`src/rtl/loader_pkg.sv`:
```
// loader_pkg: shared types and constants for the program loader
package loader_pkg;
    typedef enum logic [2:0] {
        S_IDLE, S_LEN_HI, S_LEN_LO, S_DATA_HI, S_DATA_LO, S_CHECK, S_ERROR
    } loader_state_t;
    localparam logic [7:0] SYNC_BYTE_DEFAULT = 8'hA5;
    localparam int LEN_BITS = 16;
    function automatic logic in_frame(loader_state_t s);
        return s inside {S_LEN_HI, S_LEN_LO, S_DATA_HI, S_DATA_LO, S_CHECK};
    endfunction
endpackage

```
`src/rtl/loader_timeout.sv`:
```
// loader_timeout: idle-cycle watchdog between accepted bytes of a frame
module loader_timeout #(
    parameter int TIMEOUT_CYCLES = 100000
) (
    input  logic clk,
    input  logic reset,
    input  logic enable,
    input  logic kick,
    output logic expired
);
    localparam int CW = $clog2(TIMEOUT_CYCLES + 1);
    localparam logic [CW-1:0] LIMIT = CW'(TIMEOUT_CYCLES);
    logic [CW-1:0] cnt;
    always_ff @(posedge clk)
        if (!reset || !enable || kick) cnt <= '0;
        else if (!expired) cnt <= cnt + 1'b1;
    assign expired = enable && cnt == LIMIT;
endmodule

```
`src/rtl/program_loader.sv`:
```
// program_loader: framed byte-stream loader writing program RAM and gating core reset
module program_loader
    import loader_pkg::*;
#(
    parameter int         ADDR_WIDTH     = 12,
    parameter int         DATA_WIDTH     = 16,
    parameter logic [7:0] SYNC_BYTE      = SYNC_BYTE_DEFAULT,
    parameter int         TIMEOUT_CYCLES = 100000
) (
    input  logic                  clk,
    input  logic                  reset,
    input  logic [7:0]            rx_data,
    input  logic                  rx_valid,
    output logic                  rx_ready,
    output logic                  prog_we,
    output logic [ADDR_WIDTH-1:0] prog_addr,
    output logic [DATA_WIDTH-1:0] prog_data,
    output logic                  core_hold,
    output logic                  busy,
    output logic                  done,
    output logic                  error
);
    localparam logic [LEN_BITS:0] MAX_LEN = (LEN_BITS+1)'(1) << ADDR_WIDTH;
    loader_state_t state, next_state;
    logic [LEN_BITS-1:0] len, word_cnt, len_full;
    logic [7:0] word_hi, checksum;
    logic [15:0] word_full;
    logic expired, sync_hit, len_bad, last_word;
    logic start, ld_len_hi, ld_len_lo, ld_hi, wr, sum_en, ok, fail;
    assign rx_ready  = 1'b1;
    assign sync_hit  = rx_data == SYNC_BYTE;
    assign len_full  = {len[15:8], rx_data};
    assign len_bad   = {1'b0, len_full} > MAX_LEN;
    assign last_word = word_cnt == len - 16'd1;
    assign word_full = {word_hi, rx_data};
    loader_timeout #(.TIMEOUT_CYCLES(TIMEOUT_CYCLES)) u_timeout (
        .clk    (clk),
        .reset  (reset),
        .enable (in_frame(state)),
        .kick   (rx_valid),
        .expired(expired)
    );
    always_ff @(posedge clk)
        state <= !reset ? S_IDLE : next_state;
    // A watchdog expiry wins over a byte arriving in the same cycle
    always_comb begin
        next_state = state;
        if (expired) next_state = S_ERROR;
        else if (rx_valid)
            case (state)
                S_IDLE, S_ERROR: next_state = sync_hit ? S_LEN_HI : state;
                S_LEN_HI:        next_state = S_LEN_LO;
                S_LEN_LO:        next_state = len_full == '0 ? S_CHECK : len_bad ? S_ERROR : S_DATA_HI;
                S_DATA_HI:       next_state = S_DATA_LO;
                S_DATA_LO:       next_state = last_word ? S_CHECK : S_DATA_HI;
                S_CHECK:         next_state = rx_data == checksum ? S_IDLE : S_ERROR;
                default:         next_state = S_IDLE;
            endcase
    end
    always_comb begin
        start     = rx_valid && !expired && (state == S_IDLE || state == S_ERROR) && sync_hit;
        ld_len_hi = rx_valid && !expired && state == S_LEN_HI;
        ld_len_lo = rx_valid && !expired && state == S_LEN_LO;
        ld_hi     = rx_valid && !expired && state == S_DATA_HI;
        wr        = rx_valid && !expired && state == S_DATA_LO;
        sum_en    = ld_len_hi || ld_len_lo || ld_hi || wr;
        ok        = state == S_CHECK && next_state == S_IDLE;
        fail      = state != S_ERROR && next_state == S_ERROR;
    end
    always_ff @(posedge clk) begin
        if (!reset) begin
            prog_we   <= 1'b0;
            prog_addr <= '0;
            prog_data <= '0;
            core_hold <= 1'b0;
            busy      <= 1'b0;
            done      <= 1'b0;
            error     <= 1'b0;
            checksum  <= '0;
            word_cnt  <= '0;
            len       <= '0;
            word_hi   <= '0;
        end else begin
            done    <= ok;
            prog_we <= wr;
            if (prog_we) prog_addr <= prog_addr + 1'b1;
            if (start) begin
                checksum  <= '0;
                error     <= 1'b0;
                prog_addr <= '0;
                word_cnt  <= '0;
                core_hold <= 1'b1;
                busy      <= 1'b1;
            end
            if (sum_en) checksum <= checksum ^ rx_data;
            if (ld_len_hi) len[15:8] <= rx_data;
            if (ld_len_lo) len[7:0] <= rx_data;
            if (ld_hi) word_hi <= rx_data;
            // prog_data is its own buffer, so the next byte can be taken during the write
            if (wr) begin
                prog_data <= word_full[DATA_WIDTH-1:0];
                word_cnt  <= word_cnt + 1'b1;
            end
            if (ok) begin
                core_hold <= 1'b0;
                busy      <= 1'b0;
            end
            if (fail) begin
                error <= 1'b1;
                busy  <= 1'b0;
            end
        end
    end
endmodule

```
`config.mk`:
```
export PLATFORM = sky130hd
export DESIGN_NAME = program_loader
export DESIGN_NICKNAME = d
export VERILOG_FILES = /design/src/rtl/loader_pkg.sv /design/src/rtl/loader_timeout.sv /design/src/rtl/program_loader.sv
export SDC_FILE = /design/constraint.sdc
export NUM_CORES = 1
export LEC_CHECK = 0
export ABC_AREA = 1
export ABC_CLOCK_PERIOD_IN_PS = 1900
export CELL_PAD_IN_SITES_DETAIL_PLACEMENT = 0
export CELL_PAD_IN_SITES_GLOBAL_PLACEMENT = 2
export CORE_MARGIN = 8
export CORE_UTILIZATION = 33
export CTS_CLUSTER_SIZE = 8
export DETAILED_ROUTE_END_ITERATION = 7
export DONT_BUFFER_PORTS = 1
export GPL_ROUTABILITY_DRIVEN = 0
export PLACE_DENSITY_LB_ADDON = 0.1
export SLEW_MARGIN = 20
export SYNTH_ARGS = -nofsm -noshare
export SYNTH_HDL_FRONTEND = slang
export SYNTH_SLANG_ARGS = --single-unit
```
`constraint.sdc`:
```
create_clock -name clk -period 1.9 [get_ports clk]
set_clock_uncertainty 0.05 [all_clocks]
set_input_delay 0.38 -clock clk [delete_from_list [all_inputs] [get_ports clk]]
set_output_delay 0.38 -clock clk [all_outputs]
set_load 0.05 [all_outputs]
```
* Word level (Yosys, flattened, before mapping)
Cells that the tools add are included.
Storage, ports and cells: flip-flop bits (word level) 101, bits of input ports 11, word-level logic and storage cells 77
Operators by class: add/subtract/negate cells 4, magnitude comparators 1, eq/ne operators 12, muxes and demuxes 14, bitwise gates (word level) 2, reduce and logical (&&, ||, !) cells 30
Operators with widths (count):
- $mux W16 | 2
- $mux W3 | 7
- $pmux W3 S6 | 1
- $add A17 B1 Y17 const B | 1
- $eq A17 B17 Y1 const B | 1
- $add A16 B1 Y16 const B | 1
- $eq A16 B16 Y1 | 1
- $gt A16 B13 Y1 const B | 1
- $logic_not A16 Y1 | 1
- $mux W8 | 2
- $sub A16 B1 Y16 const B | 1
- $add A12 B1 Y12 const B | 1
- $eq A3 B3 Y1 const B | 4
- $logic_and A1 B1 Y1 | 10
- $eq A8 B8 Y1 | 1
- $eq A8 B8 Y1 const B | 1
- $xor A8 B8 Y8 | 1
- $eq A3 B2 Y1 const B | 2
- $logic_not A3 Y1 | 2
- $logic_or A1 B1 Y1 | 6
- $reduce_bool A2 Y1 | 3
- $reduce_or A2 Y1 | 3
- $reduce_bool A5 Y1 | 1
- $eq A3 B1 Y1 const B | 1
- other kinds (5) | 8

* Longest topological paths before layout
Gate-level depths: netlist of the first run.
depth in word-level cells 10, gate-level depth with buffers 19

* By module
From an unflattened synthesis of the first run, not the netlist that was laid out.
Unflattened totals: cell total of the unflattened synthesis 803, area, all modules 5381.4 um^2
By module, submodules not included:
- program_loader | times used 1, cells each 660, area each 4440.5 um^2, seq. area each 1681.6 um^2
- loader_timeout | times used 1, cells each 143, area each 940.9 um^2, seq. area each 340.3 um^2

* Least setup slack after synthesis of the first run
OpenSTA, ideal clock, no wires.
path kind register -> register, from register len[0], to register busy, setup time 0.118 ns, arrival 1.770 ns, required time 1.732 ns, path slack -0.038 ns, stages on the path, launching flop included 18, clock period less this slack 1.938 ns, cell sequence dfxtp_1 > inv_1 > ha_1 > nand2_2 > nor2_4 > nand2_1 > nand2_1 > nand2_1 > nor2_1 > nand2_1 > nor2_1 > nand2_1 > nand2_1 > nand2_1 > nand2_1 > nand2_1 > o21ai_1 > nor2_1
On the way: word-level cells in the longest chain between the ends 9, elaborated cells on any way between the ends 11
Ends and longest elaborated chain:
- start: declaration | RTL line program_loader.sv:25 | logic [LEN_BITS-1:0] len, word_cnt, len_full;
- start signal: assignment | RTL line program_loader.sv:97 | if (ld_len_lo) len[7:0] <= rx_data;
- $sub A16 B1 Y16 * | RTL line program_loader.sv:34 | assign last_word = word_cnt == len - 16'd1;
- $eq A16 B16 Y1 * | RTL line program_loader.sv:34
- $mux W3 * | RTL line program_loader.sv:55 | S_DATA_LO: next_state = last_word ? S_CHECK : S_DATA_HI;
- $pmux W3 S6 * | RTL line program_loader.sv:50 | case (state)
- $mux W3 * | RTL line program_loader.sv:49 | else if (rx_valid)
- $mux W3 * | RTL line program_loader.sv:48 | if (expired) next_state = S_ERROR;
- $eq A3 B3 Y1 / $logic_not A3 Y1 (equally long branches) | RTL line program_loader.sv:68, program_loader.sv:67
- $logic_and A1 B1 Y1 (on tied branches) | RTL line program_loader.sv:68, program_loader.sv:67
- $reduce_or A3 Y1 (no line) *
- end signal: assignment | RTL line program_loader.sv:76 | busy <= 1'b0;
- end signal: assignment | RTL line program_loader.sv:93 | busy <= 1'b1;
- end signal: assignment | RTL line program_loader.sv:106 | busy <= 1'b0;
- end: declaration | RTL line program_loader.sv:19 | output logic busy,
Mark *: on every way between the ends. The rest lies on a longest branch, timed or not. A chain may end at the register's enable or synchronous reset.

* Final worst setup path of the first run
from register len[1], to register busy
Same word-level chain as after synthesis.

==> out/results.ini, run 1 <==
[global_route]
grt_util_all_layers=0.148
grt_max_degree=39
overflow=0
grt_pass1_wl_um=23600
antenna_found_initial=0
grt_pass1_vias=4679

[min_path]
min_from=reset
min_to=prog_data[14]$_SDFFE_PN0P_
hold_depth=2
hold_path.class=input port to flip-flop

[detailed_routing]
num_vias=4801
route.detailed.drc=0
first_iter_violations=189
drt_first_pass_iters=4
ant_nets=0
via_per_inst=4.77
routedWlPerCell_um=14.3
dr_wl_met3_um=730
wl_met1_um=6780
wl_um=14400
wl_met2_um=6640
top_layer_used=met4

[critical_path]
path_class=flip-flop to flip-flop
critPathArrivalTime_ns=2.19
cp_max_fo=5
cp.required_ns=2.10
cp-end-kind=flip-flop
r2r-start=len[1]$_SDFFE_PN0P_
rr_endpoint=busy$_SDFFE_PP0P_
reg2regPathDepth=16
reg2reg_slack_ns=-0.09
critPathLaunchType=flip-flop

[floorplanning]
die-width_um=140
die_area_um2=19600
io_pins=45
start_util=0.335
coreArea_um2=15100
die_y_um=140
rows=45

[timing]
setup_violations=3
post-route-period-util=1.05
period_minus_slack_ns=1.99
tns_ns=-0.191
fin_hold_ws_ns=0.108
rsz0062_at_grt=yes
slew_viol_final=0
maxSlewHeadroom=0.595
worst_pin_slew_ns=0.606
final.setup.worst_slack_ns=-0.0910
fmax_mhz=502
hold_viol_final=0

[yosys]
ys_seq_area_frac=0.399
synth_edf_count=0
yosys_register_bits=101
synth_cells=711
async_reset_ff_frac=0
syn_area_um2=5060
synth_ff_type=dfxtp_1
synth_fp_nets=727
ys_warn_count=0
synth_area_per_cell_um2=7.12
ys_types=48

[job]
drv_cap=0

[run_status]
run_status=complete, but fails checks
failed_checks=setup timing

[clocking]
numCtsBuffers=9
cts_buffer_depth=2
clk_pin_slew_worst_paths_ns=0.07
holdBufCountCts=0
h-tree-depth=3
clkSinkCount=101
tritoncts=done
root_buffer=clkbuf_16
insertion_delay_ns=0.35

[cells_and_area]
syn2layout_area_growth_pct=33.8
fill_cells=1531
ff_latch_area_um2=2050
n_antenna_cell=0
fin_nets=830
multi_input_area_um2=3030
layout-drive-gt1-share=0.306

[power]
p_leak_nw=2.85
p_per_area_nw_per_um2=596
ir_drop_uv=388

[placed_design]
hpwl_um=10300
io_buffers=0

how the worst max path moves through the flow:
stage | from | to | slack, ns | depth (start not counted)
floorplan | len[0]$_SDFFE_PN0P_ | busy$_SDFFE_PP0P_ | 0.04 | 17
global placement | len[0]$_SDFFE_PN0P_ | done$_SDFF_PN0_ | -0.19 | 15
detailed placement | len[0]$_SDFFE_PN0P_ | busy$_SDFFE_PP0P_ | -0.21 | 16
CTS | len[1]$_SDFFE_PN0P_ | busy$_SDFFE_PP0P_ | -0.06 | 14
global route | len[1]$_SDFFE_PN0P_ | busy$_SDFFE_PP0P_ | -0.30 | 16
finish | len[1]$_SDFFE_PN0P_ | busy$_SDFFE_PP0P_ | -0.09 | 16
per-layer routing:
metal	vias up	global-route usage
met2	69	0.239
met5	-	0
met4	0	0.0474
met3	16	0.0397
met1	2187	0.188
li1	2529	-
final cells by class:
class,count,share of cell area
Clock inverter,6,0.00776
Timing Repair Buffer,113,0.130
Inverter,71,0.0423
Multi-Input combinational cell,518,0.448
Clock buffer,10,0.0353
Tap cell,188,0.0347
Sequential cell,101,0.302
report_power, final:
| part | internal (mW) | leakage (nW) | switching (mW) |
|---|---|---|---|
| registers | 2.11 | 0.821 | 0.00106 |
| logic | 0.0318 | 1.89 | 0.0616 |
| clock network | 0.947 | 0.138 | 0.886 |
| total | 3.09 | 2.85 | 0.948 |
cell usage in the layout, fill, tap and decap left out, drive strengths merged, types with 2 or more instances in the layout:
master,instances
nand2,154
buf,113
dfxtp,101
nor2,96
inv,73
a21oi,72
nand3,49
o21ai,40
xor2,19
xnor2,19
nor3,18
nand4,14
clkbuf,10
ha,5
nand3b,4
or2,4
nor4,4
and3,3
o21a,3
a211oi,3
clkinvlp,2
clkinv,2
sequential cells by signal (all words and copies together) (netlist names):
register       cells
prog_data         16
done               1
word_cnt          16
state              3
prog_addr         12
busy               1
checksum           8
core_hold          1
word_hi            8
u_timeout.cnt     17
len               16
error              1
prog_we            1
per-stage QoR:
stage | area (um^2) | total power, mW | setup slack [ns] | instances | utilization
global placement | 5990 | 2.25 | -0.191 | 980 | 0.397
global route | 6780 | 4.19 | -0.299 | 1007 | 0.449
finish | 6780 | 4.04 | -0.0910 | 1007 | 0.449
CTS | 6400 | 4.10 | -0.0582 | 997 | 0.424
floorplan | 5070 | 2.24 | 0.0355 | 711 | -
detailed placement | 5990 | 2.25 | -0.208 | 980 | 0.397
timing repair:
item | CTS | global route
endpoints found under the setup margin | 40 | 48
resized for setup | 36 | 84
hold endpoints to repair | 0 | 0
setup buffers | 1 | 10
pin swaps | 28 | 43
cells by family (layout without fill, tap and decap cells):
| group | after synthesis | after routing | synth area share |
|---|---|---|---|
| adders and majority gates | 5 | 5 | 0.0124 |
| xor gates and xnor gates | 38 | 38 | 0.0657 |
| buffers and inverters | 92 | 200 | 0.0709 |
| and+or+nand+nor | 349 | 349 | 0.319 |
| AOI/OAI and AO/OA | 125 | 125 | 0.131 |
| other | 1 | 1 | 0.000741 |
| DFF | 101 | 101 | 0.399 |
synth_stat cells (all sizes together) (4+ instances only):
cell type  count  area (um^2)
nand2        154          608
dfxtp        101         2020
nor2          96          395
a21oi         72          360
inv           69          262
nand3         49          258
o21ai         40          204
xnor2         19          166
xor2          19          166
nor3          18          115
clkbuf        14         52.6
nand4         14          103
buf            7         36.3
ha             5         62.6
nand3b         4         30.0
nor4           4         37.5
or2            4         25.0
worst max-delay path: stages (launching register included):
cell and delay, ns:
dfxtp_2 0.34, inv_2 0.08, ha_4 0.17, nand2_4 0.07, nor2_4 0.17, xor2_1 0.15, nand2_1 0.06, inv_1 0.05
nand2_1 0.06, nor2_2 0.13, nand2_1 0.06, nand2_1 0.06, nand2_1 0.06, nand2_2 0.09, nand2_4 0.07, o21ai_2 0.15
nor2_1 0.06
(Power assumes the default switching activity.)
==> inputs of run 2 (changes only) <==
ABC_CLOCK_PERIOD_IN_PS = 2600   (was 1900)
CORE_UTILIZATION = 39   (was 33)
SKIP_LAST_GASP = 1   (was unset)
clock period = 2.6 ns   (was 1.9 ns; I/O delays follow)
==> out/results.ini, run 2 (synthesis gave the netlist of run 1 again) <==
[run_status]
run_status=completed

[timing]
post-route-period-util=0.845  ; -0.203
setup_violations=0  ; -3
rsz0062_at_grt=no
fmax_mhz=455  ; -9.4%
tns_ns=0  ; +0.191 ns
maxSlewHeadroom=0.560  ; -0.0356
slew_viol_final=0  ; unchanged
period_minus_slack_ns=2.20  ; +0.206 ns
hold_viol_final=0  ; unchanged
worst_pin_slew_ns=0.655  ; +0.0492 ns

[min_path]
hold_depth=2  ; unchanged
min_to=word_cnt[11]$_SDFFE_PN0P_
min_from=reset
hold_path.class=input port to flip-flop

[detailed_routing]
via_per_inst=4.91  ; +3.1%
routedWlPerCell_um=14.2  ; -0.62%
first_iter_violations=187  ; -1.1%
drt_first_pass_iters=5  ; +1
wl_um=12700  ; -11%
ant_nets=0  ; unchanged
num_vias=4407  ; -8.2%
route.detailed.drc=0  ; unchanged

[cells_and_area]
final_common_cell=nand2_1
largest_register=u_timeout.cnt
n_antenna_cell=0  ; unchanged
final_cells=897  ; -11%
syn2layout_area_growth_pct=11.6
final_area_um2=5650  ; -17%
fin_nets=736  ; -11%
largest_reg_flops=17  ; unchanged
final_cell_mix=nand2_1, dfxtp_1, nor2_1
layout-drive-gt1-share=0.105  ; -0.202

[clocking]
postCtsResizedCells=0  ; -100%
root_buffer=clkbuf_16
insertion_delay_ns=0.34  ; about the same
h-tree-depth=3  ; unchanged
post_cts_buffers=0  ; -1
clk_pin_slew_worst_paths_ns=0.07  ; about the same
holdBufCountCts=0  ; unchanged
cts_buffer_depth=2  ; unchanged
numCtsBuffers=9  ; unchanged
clkSinkCount=101  ; unchanged
tritoncts=done

[floorplanning]
die-width_um=130  ; -7.1%
rows=41  ; -8.9%
die_y_um=130  ; -7.1%
io_pins=45  ; unchanged
start_util=0.400  ; +0.0640
die_area_um2=16900  ; -14%
coreArea_um2=12700  ; -16%

[critical_path]
critPathArrivalTime_ns=2.39  ; +0.20 ns
max_stage_delay_ns=0.31  ; -0.03 ns
critPathLaunchType=flip-flop
cp_max_fo=5  ; unchanged
r2r-start=len[0]$_SDFFE_PN0P_
path_class=flip-flop to flip-flop
reg2reg_slack_ns=0.40  ; +0.49 ns
critPathSlowestCell=dfxtp_1
crit_chain=inv_1 -> ha_2 -> nand2_2 -> nor2_4 -> nand3_1 -> nand2_1 -> inv_1 -> nor2_1 -> nand2_1 -> nor2_1 -> nand2_1 -> nand2_1 -> nand2_1 -> nand2_1 -> nand2_1 -> o21ai_2 -> nor2_1
reg2regPathDepth=17  ; +1
cp.required_ns=2.79  ; +0.69 ns
crit_top_cell=nand2_1
rr_endpoint=busy$_SDFFE_PP0P_
cp-end-kind=flip-flop

[job]
drv_cap=0  ; unchanged

[global_route]
grt_max_degree=35  ; -10%
grt_util_all_layers=0.159  ; +0.0103
antenna_found_initial=0  ; unchanged
grt_pass1_vias=4206  ; -10%
grt_pass1_wl_um=21200  ; -10%
overflow=0  ; unchanged

[placed_design]
place_area_um2=5330  ; -11%
io_buffers=0  ; unchanged
dp_cells=881  ; -10%
hpwl_um=9320  ; -9.7%

[power]
p_per_area_nw_per_um2=531  ; -11%
ir_drop_uv=403  ; +4.1%
p_leak_nw=2.25  ; -21%

run 2: layer usage:
| layer | track usage | part of all wire | vias to the layer above |
|---|---|---|---|
| li1 | - | - | 2350 |
| met1 | 0.208 | 0.50 | 1984 |
| met2 | 0.243 | 0.44 | 63 |
| met3 | 0.0486 | 0.044 | 10 |
| met4 | 0.0526 | 0.013 | 0 |
| met5 | 0 | 0 | - |
run 2: where the power goes:
group	leakage [nW]	switching, mW	total (mW)	internal [mW]
sequential	0.813	0.000702	1.55	1.55
combinational	1.29	0.0393	0.0562	0.0169
clock	0.145	0.618	1.40	0.780
run 2: worst max-delay path by stage:
| stage | from | endpoint | slack [ns] | depth (start not counted) |
|---|---|---|---|---|
| after detailed placement | len[0]$_SDFFE_PN0P_ | busy$_SDFFE_PP0P_ | 0.31 | 17 |
| after global routing | len[0]$_SDFFE_PN0P_ | busy$_SDFFE_PP0P_ | 0.03 | 18 |
| after global placement | len[0]$_SDFFE_PN0P_ | busy$_SDFFE_PP0P_ | 0.38 | 17 |
| final | len[0]$_SDFFE_PN0P_ | busy$_SDFFE_PP0P_ | 0.40 | 17 |
| after floorplan | len[0]$_SDFFE_PN0P_ | busy$_SDFFE_PP0P_ | 0.66 | 17 |
| after CTS | len[0]$_SDFFE_PN0P_ | busy$_SDFFE_PP0P_ | 0.31 | 17 |
run 2: layout make-up:
| cell class | instances | area (um^2) |
|---|---|---|
| clock inverter | 6 | 71.3 |
| sequential | 101 | 2020 |
| fill | 1330 | 7020 |
| inverter | 71 | 270 |
| clock buffer | 10 | 239 |
| tap | 172 | 215 |
| timing repair buffer | 19 | 143 |
| multi-input combinational | 518 | 2690 |
run 2: stage by stage:
| stage | utilization | setup slack, ns | hold WS, ns | total power, mW |
|---|---|---|---|---|
| after global placement | 0.421 | 0.377 | 0.405 | 1.64 |
| final | 0.446 | 0.403 | 0.252 | 3.00 |
| after CTS | 0.445 | 0.310 | 0.225 | 3.06 |
| after global routing | 0.446 | 0.0294 | 0.227 | 3.12 |
| after floorplan | - | 0.662 | 0.391 | 1.64 |
| after detailed placement | 0.421 | 0.314 | 0.411 | 1.64 |
run 2: critical path, delay by kind of cell (launching register included):
kind / cells / cell delay [ns]
compound gates: 1 / 0.17
fa+ha+maj: 1 / 0.25
buf+inv: 2 / 0.16
flops: 1 / 0.31
simple gates: 13 / 1.17
==> inputs of run 3 (changes only) <==
ABC_CLOCK_PERIOD_IN_PS = 1900   (was 2600)
CORE_UTILIZATION = 33   (was 39)
clock period = 1.9 ns   (was 2.6 ns; I/O delays follow)
==> out/results.ini, run 3 (synthesis gave the netlist of run 1 again) <==
[critical_path]
cp-end-kind=flip-flop
critPathSlowestCell=dfxtp_2
cp.required_ns=2.10  ; -0.69 ns
cp_max_fo=5  ; unchanged
crit_family=simple AND/OR/NAND/NOR gates
path_buf_inv=2  ; unchanged
path_class=flip-flop to flip-flop
critPathArrivalTime_ns=2.19  ; -0.20 ns
crit_top_cell=nand2_1
critPathLaunchType=flip-flop
crit_chain=inv_2 -> ha_4 -> nand2_4 -> nor2_4 -> xor2_1 -> nand2_1 -> inv_1 -> nand2_1 -> nor2_2 -> nand2_1 -> nand2_1 -> nand2_1 -> nand2_2 -> nand2_4 -> o21ai_2 -> nor2_1
max_stage_delay_ns=0.34  ; +0.03 ns

[detailed_routing]
ant_nets=0  ; unchanged
via_per_inst=4.78  ; -2.7%
drt_first_pass_iters=4  ; -1
first_iter_violations=199  ; +6.4%
num_vias=4814  ; +9.2%
route.detailed.drc=0  ; unchanged
wl_um=14400  ; +13%
routedWlPerCell_um=14.3  ; +0.63%

[clocking]
root_buffer=clkbuf_16
h-tree-depth=3  ; unchanged
tritoncts=done
holdBufCountCts=0  ; unchanged
numCtsBuffers=9  ; unchanged
clk_pin_slew_worst_paths_ns=0.07  ; about the same
insertion_delay_ns=0.35  ; about the same
clkSinkCount=101  ; unchanged
cts_buffer_depth=2  ; unchanged

[floorplanning]
die_y_um=140  ; +7.6%
start_util=0.335  ; -0.0640
io_pins=45  ; unchanged
die-width_um=140  ; +7.6%
coreArea_um2=15100  ; +19%
rows=45  ; +9.8%
die_area_um2=19600  ; +16%

[power]
power_mw=4.04  ; +35%
p_leak_nw=2.84  ; +26%
p_per_area_nw_per_um2=597  ; +12%
ir_drop_uv=388  ; -3.9%

[timing]
slew_viol_final=0  ; unchanged
setup_violations=3  ; +3
period_minus_slack_ns=1.99  ; -0.204 ns
hold_viol_final=0  ; unchanged
worst_pin_slew_ns=0.606  ; -0.0492 ns
fmax_mhz=502  ; +10%
post-route-period-util=1.05  ; +0.204
rsz0062_at_grt=yes
final.setup.worst_slack_ns=-0.0929  ; -0.496 ns
maxSlewHeadroom=0.595  ; +0.0356

[cells_and_area]
fill_cells=1534  ; +15%
layout-drive-gt1-share=0.305  ; +0.200
largest_register=u_timeout.cnt
final_cell_mix=nand2_1, buf_4, dfxtp_1
multi_input_area_um2=3020  ; +12%
n_antenna_cell=0  ; unchanged
final_common_cell=nand2_1
largest_reg_flops=17  ; unchanged
fin_nets=830  ; +13%
ff_latch_area_um2=2050  ; +1.2%
final_cells=1007  ; +12%
postLayoutCoreUtil=0.448  ; +0.00244
syn2layout_area_growth_pct=33.6
final_area_um2=6760  ; +20%

[global_route]
grt_pass1_vias=4679  ; +11%
antenna_found_initial=0  ; unchanged
grt_max_degree=39  ; +11%
grt_util_all_layers=0.148  ; -0.0103
grt_pass1_wl_um=23600  ; +11%
overflow=0  ; unchanged

[placed_design]
hpwl_um=10300  ; +11%
dp_cells=980  ; +11%
io_buffers=0  ; unchanged
place_area_um2=5990  ; +12%

[job]
drv_cap=0  ; unchanged

[run_status]
failed_checks=setup timing
run_status=complete, but fails checks

[min_path]
hold_path.class=input port to flip-flop

## run 3: cell count changes in the layout (fill, tap and decap cells not counted), moves of 5 or more
cell and change:
buf_4 +88, nand2_1 -19, nor2_1 -17, dfxtp_1 -14, nand2_2 +13, nor2_2 +12, dfxtp_2 +11, a21oi_1 -7
a21oi_2 +7, buf_6 +5, inv_1 -5, nand3_1 -5, nand3_2 +5, nor2_4 +5
## run 3: worst paths after layout
path                                         startpoint                    endpoint  slack [ns]  depth (start not counted)
worst max-delay path                len[1]$_SDFFE_PN0P_           busy$_SDFFE_PP0P_       -0.09                         16
worst min-delay path                              reset  prog_data[14]$_SDFFE_PN0P_        0.11                          2
worst max register to register      len[1]$_SDFFE_PN0P_           busy$_SDFFE_PP0P_       -0.09                         16
worst min register to register  word_hi[1]$_SDFFE_PN0P_     word_hi[1]$_SDFFE_PN0P_        0.42                          2
## run 3: layer usage
layer  wire length, um  part of all wire  vias to the layer above  track usage
met5                 0                 0                        -            0
met4               210             0.015                        0       0.0474
met3               734             0.051                       16       0.0397
met2              6610              0.46                       73        0.239
met1              6810              0.47                     2192        0.188
li1                  -                 -                     2533            -
## run 3: what timing repair did
| action | in CTS | in global routing |
|---|---|---|
| setup buffers | 1 | 10 |
| setup endpoints to repair | 40 | 48 |
| pin swaps | 28 | 43 |
| gates resized for setup | 35 | 82 |
## run 3: area by class of cell
| cell class | instances | area share |
|---|---|---|
| Inverter | 71 | 0.0424 |
| Clock inverter | 6 | 0.00777 |
| Clock buffer | 10 | 0.0353 |
| Tap cell | 188 | 0.0348 |
| Timing Repair Buffer | 113 | 0.130 |
| Multi-Input combinational cell | 518 | 0.447 |
| Sequential cell | 101 | 0.303 |
## run 3: metrics by stage
stage	setup TNS, ns	setup slack, ns	hold slack (ns)
after CTS	-0.110	-0.0582	0.0916
after global routing	-2.48	-0.300	0.0944
final	-0.197	-0.0929	0.108
after global placement	-2.23	-0.191	0.401
after floorplan	0	0.0355	0.391
after detailed placement	-2.95	-0.208	0.406
## run 3: power breakdown
group,total (mW),switching [mW],internal [mW],leakage (nW)
Sequential,2.11,0.00106,2.11,0.821
Combinational,0.0935,0.0617,0.0318,1.89
Clock,1.83,0.887,0.947,0.138
Total,4.04,0.950,3.09,2.84
## run 3: worst reg2reg max path, stage by stage, from the launching register on
cell and delay (ns):
dfxtp_2 0.34, inv_2 0.08, ha_4 0.17, nand2_4 0.07, nor2_4 0.17, xor2_1 0.15, nand2_1 0.06, inv_1 0.05
nand2_1 0.06, nor2_2 0.13, nand2_1 0.06, nand2_1 0.06, nand2_1 0.06, nand2_2 0.09, nand2_4 0.07, o21ai_2 0.15
nor2_1 0.06
